===== src/rtl/pop_sorter_topk.sv =====
// Top-K population sorter: latches N values on start, then emits one ranked entry per cycle
// (index + value, best first) using a valid mask and lowest-index tie-break.
module pop_sorter_topk #(
    parameter int N  = 50,
    parameter int DW = 12,
    parameter int IW = 6,
    parameter int K  = 50
) (
    input  logic            clk,
    input  logic            rst,
    input  logic            start,
    input  logic            descending,
    input  logic [N*DW-1:0] in,
    output logic [K*IW-1:0] sorted_idx,
    output logic [K*DW-1:0] sorted_val,
    output logic            busy,
    output logic            done
);

    localparam int CW = (K > 1) ? $clog2(K) : 1;

    typedef enum logic [1:0] {S_IDLE, S_SELECT, S_DONE} state_t;

    state_t          state_q, state_d;
    logic [DW-1:0]   vals_q [N];
    logic [N-1:0]    valid_q;
    logic            desc_q;
    logic [CW-1:0]   cnt_q;
    logic [K*IW-1:0] idx_q;
    logic [K*DW-1:0] val_q;

    logic            load;
    logic            sel;
    logic            last;
    logic            found;
    logic [IW-1:0]   best_idx;
    logic [DW-1:0]   best_val;

    // Seed from the first valid entry; strict compare keeps the lowest index on ties.
    always_comb begin
        found    = 1'b0;
        best_idx = '0;
        best_val = '0;
        for (int i = 0; i < N; i++) begin
            if (valid_q[i] && (!found ||
                (desc_q ? (vals_q[i] > best_val) : (vals_q[i] < best_val)))) begin
                found    = 1'b1;
                best_idx = IW'(i);
                best_val = vals_q[i];
            end
        end
    end

    assign last = (cnt_q == CW'(K - 1));

    always_comb begin
        state_d = state_q;
        load    = 1'b0;
        sel     = 1'b0;
        case (state_q)
            S_IDLE, S_DONE: begin
                if (start) begin
                    load    = 1'b1;
                    state_d = S_SELECT;
                end
            end
            S_SELECT: begin
                sel = 1'b1;
                if (last) begin
                    state_d = S_DONE;
                end
            end
            default: state_d = S_IDLE;
        endcase
    end

    always_ff @(posedge clk) begin
        if (rst) begin
            state_q <= S_IDLE;
        end else begin
            state_q <= state_d;
        end
    end

    always_ff @(posedge clk) begin
        if (rst) begin
            valid_q <= '0;
            desc_q  <= 1'b0;
            cnt_q   <= '0;
            idx_q   <= '0;
            val_q   <= '0;
            for (int i = 0; i < N; i++) begin
                vals_q[i] <= '0;
            end
        end else if (load) begin
            valid_q <= '1;
            desc_q  <= descending;
            cnt_q   <= '0;
            for (int i = 0; i < N; i++) begin
                vals_q[i] <= in[DW*i +: DW];
            end
        end else if (sel) begin
            // Ranks at or above the counter keep their old contents until written.
            for (int r = 0; r < K; r++) begin
                if (CW'(r) == cnt_q) begin
                    idx_q[IW*r +: IW] <= best_idx;
                    val_q[DW*r +: DW] <= best_val;
                end
            end
            for (int i = 0; i < N; i++) begin
                if (IW'(i) == best_idx) begin
                    valid_q[i] <= 1'b0;
                end
            end
            cnt_q <= cnt_q + 1'b1;
        end
    end

    assign sorted_idx = idx_q;
    assign sorted_val = val_q;
    assign busy       = (state_q == S_SELECT);
    assign done       = (state_q == S_DONE);

endmodule


===== config.mk =====
export PLATFORM = sky130hd
export DESIGN_NAME = pop_sorter_topk
export DESIGN_NICKNAME = d
export VERILOG_FILES = /design/src/rtl/pop_sorter_topk.sv
export SDC_FILE = /design/constraint.sdc
export NUM_CORES = 2
export LEC_CHECK = 0
export CORE_AREA = 4 4 577 579
export DETAILED_ROUTE_END_ITERATION = 10
export DIE_AREA = 0 0 581 583
export PLACE_DENSITY_LB_ADDON = 0.15
export SETUP_SLACK_MARGIN = 0.3
export SYNTH_ARGS = -nofsm -noshare
export SYNTH_HDL_FRONTEND = slang
export SYNTH_SLANG_ARGS = --single-unit
export TNS_END_PERCENT = 100

===== constraint.sdc =====
create_clock -name clk -period 180.5 [get_ports clk]
set_input_delay 36.1 -clock clk [delete_from_list [all_inputs] [get_ports clk]]
set_output_delay 36.1 -clock clk [all_outputs]
set_load 0.02 [all_outputs]

==> results by group <==
Place
  • Dpl cell area: 107000 µm²
  • I/O Buffers: 1505
  • Placement-stage worst setup slack: 40950 ps
  • Post-DP HPWL: 361000 µm
  • Routability Congestion: 0.906
  • Cell count after placement: 14.8k

Clock tree
  • Clk Latency, worst-skew pair: 900 ps
  • Max H-tree Level: 4
  • CTS sink count: 1559
  • Root Buffer Master: clkbuf_16
  • Hold buffers post-CTS: 0
  • Clock tree buffer depth: 4
  • CTS tree: done
  • Cts bufs inserted: 195
  • Post-CTS Setup Inserts: 0
  • CTS resizes: 0
  • Clk slew on worst S/H paths: 60 ps

Logic synthesis
  • Syn Inst Count: 9475
  • EDFF count, synth: 600
  • Mapped Nets: 10.6k
  • Register area share after synthesis: 42.4%
  • Yosys warnings: 0
  • Synth Flop Type: dfxtp_1
  • #FFs+latches synth: 1559
  • Synth Cell Area: 87800 µm²
  • FFs w/ async S/R, synth: 0%
  • Unique masters post-synth: 116
  • Syn avg cell area: 9.27 µm²

Timing
  • Worst Setup Slack, final: 39730 ps
  • Final hold vios: 0
  • Least-Margin Pin Slew: 1410 ps
  • Final Max Tran Viols: 0
  • Max-slew headroom: 5.56%
  • Fin crit share: 78.0%
  • Fin crit period: 140770 ps
  • Achievable Freq: 7.10 MHz
  • Min Hold Slack: 455 ps
  • Setup Viol. Count Final: 0
  • Final setup TNS: 0 ps
  • RSZ-0062 raised after global routing: false
  • Clk_skew: 110 ps

Critical path
  • Critical Path Start Type: flip-flop
  • CP bufs+invs: 37
  • CP Capture Type: flip-flop
  • Crit Path Max Fanout: 33
  • Crit path kind: flip-flop to flip-flop
  • Critical Path Slowest Stage Cell: nor2b_1
  • CP top delay family: compound AO/OA/AOI/OAI gates
  • Critical Path RT: 181180 ps
  • Slowest Stage Delay on Critical Path: 1050 ps
  • CP dominant cell by count: a21oi_1
  • CP Data Arrival Time: 141440 ps

GRT
  • Vias in the first global route: 78.4k
  • Grt ovf: 0
  • Pin count of the biggest net entering global routing: 202
  • Total GRT Usage: 26.6%
  • First-pass GRT wire length: 646000 µm
  • Initial antenna violation count: 108

Cells and area
  • Commonest non-fill, non-tap cell in the layout: nand2_1
  • Final instance area: 114000 µm²
  • Area Growth Syn to Fin: 29.6%
  • Share of layout cells above drive strength 1: 11.5%
  • Fin cells: 15.2k
  • FILL cells: 33.2k
  • Nets: 11.8k
  • Most frequent cells in the layout: nand2_1 (1757), clkdlybuf4s50_1 (1504), dfxtp_1 (958), edfxtp_1 (600), ha_1 (551)

Power and ir drop
  • Power density over the cells: 18.5 nW/µm²
  • VDD IR max: 36.9 µV
  • Leakage: 0.0410 µW

Worst hold path
  • Hold Crit Class: flip-flop to flip-flop

Route
  • Iteration-0 DRC count of the detailed router: 6284
  • Wirelength per Cell: 31.1 µm
  • Routed vias/inst: 5.27
  • Met3 Wirelength: 28500 µm
  • Final ANT Viol Nets: 0
  • Metal-1 WL: 195000 µm
  • Routed via count: 80.2k
  • Met2 routed WL: 224000 µm
  • Drt pass-1 iters: 6
  • WL final: 473000 µm
  • DRC Markers: 0
  • Max layer used: met5

Floorplan
  • I/O pin cnt: 1506
  • Die Y: 583 µm
  • Die Footprint: 339000 µm²
  • Die W: 581 µm
  • Initial Utilization: 26.8%
  • Core area: 327000 µm²
  • Row cnt: 210

Run
  • Max Cap Violations: 0

Outcome
  • Status: finished clean
## power breakdown
group / internal, µW / switching [µW]
combinational: 383 / 926
clock: 235 / 168
sequential: 381 / 15.9
total: 999 / 1110
## state kept, by name, summed over array words and instances, names as in the netlist
name / cells
vals_q: 600
cnt_q: 6
sorted_idx: 300
valid_q: 50
desc_q: 1
state_q: 2
sorted_val: 600
## cell families after synthesis
logic type	count (synthesis)	synth area share [%]
mux	262	3.26
fa+ha+maj	553	7.88
simple gates	3785	20.2
xor+xnor	25	0.249
buf+inv	1091	5.30
compound gates	2200	20.7
flops	1559	42.4
## through the flow
step | utilization, % | total power, µW
6_report | 34.8 | 2110
5_1_grt | 34.8 | 2240
4_1_cts | 34.7 | 2120
3_5_place_dp | 32.8 | 1710
3_3_place_gp | 32.8 | 1700
2_1_floorplan | - | 1230
## metal layers
metal | vias to the layer above | GRT usage, %
met5 | - | 0
met1 | 39700 | 32.7
met4 | 44 | 13.6
met2 | 3107 | 44.4
li1 | 36500 | -
met3 | 729 | 5.02
## Yosys cell counts, drive strengths merged, types with 116 or more instances
cell / n / area, µm²
nand2: 1758 / 6600
dfxtp: 959 / 19200
a221oi: 615 / 7930
edfxtp: 600 / 18000
nor2: 592 / 2220
clkbuf: 590 / 2210
ha: 551 / 6890
and2: 445 / 2790
o21ai: 437 / 2200
a21oi: 426 / 2140
inv: 391 / 1470
nor2b: 297 / 1860
a211oi: 203 / 1590
nand3: 165 / 826
mux2i: 143 / 1440
mux2: 116 / 1360
## final cells by class
class / count / area [µm²] / area share, %
multi-input combinational: 6825 / 46500 / 40.9
sequential: 1559 / 37200 / 32.7
timing repair buffer: 1696 / 16500 / 14.5
clock buffer: 283 / 5720 / 5.03
tap: 4346 / 5440 / 4.78
inverter: 391 / 1470 / 1.29
clock inverter: 68 / 749 / 0.659
antenna: 57 / 143 / 0.125
## worst register-to-register path: cells and delay by family, from the launching register on
| family | cells | cell delay [ps] |
|---|---|---|
| simple gates | 169 | 27780 |
| fa+ha+maj | 50 | 14660 |
| flops | 1 | 730 |
| mux | 33 | 10850 |
| buf+inv | 37 | 6400 |
| compound gates | 345 | 80190 |
## worst paths after layout
path,start,cells past startpoint,end,slack [ps]
setup / recovery,valid_q[0]$_SDFFE_PP0P_,634,sorted_val[576]$_SDFFE_PP0P_,39730
hold / removal,sorted_idx[217]$_SDFFE_PP0P_,2,sorted_idx[217]$_SDFFE_PP0P_,450
setup reg to reg,valid_q[0]$_SDFFE_PP0P_,634,sorted_val[576]$_SDFFE_PP0P_,39730
hold reg to reg,sorted_idx[217]$_SDFFE_PP0P_,2,sorted_idx[217]$_SDFFE_PP0P_,450
No activity file was read; power rests on OpenSTA's default activity.
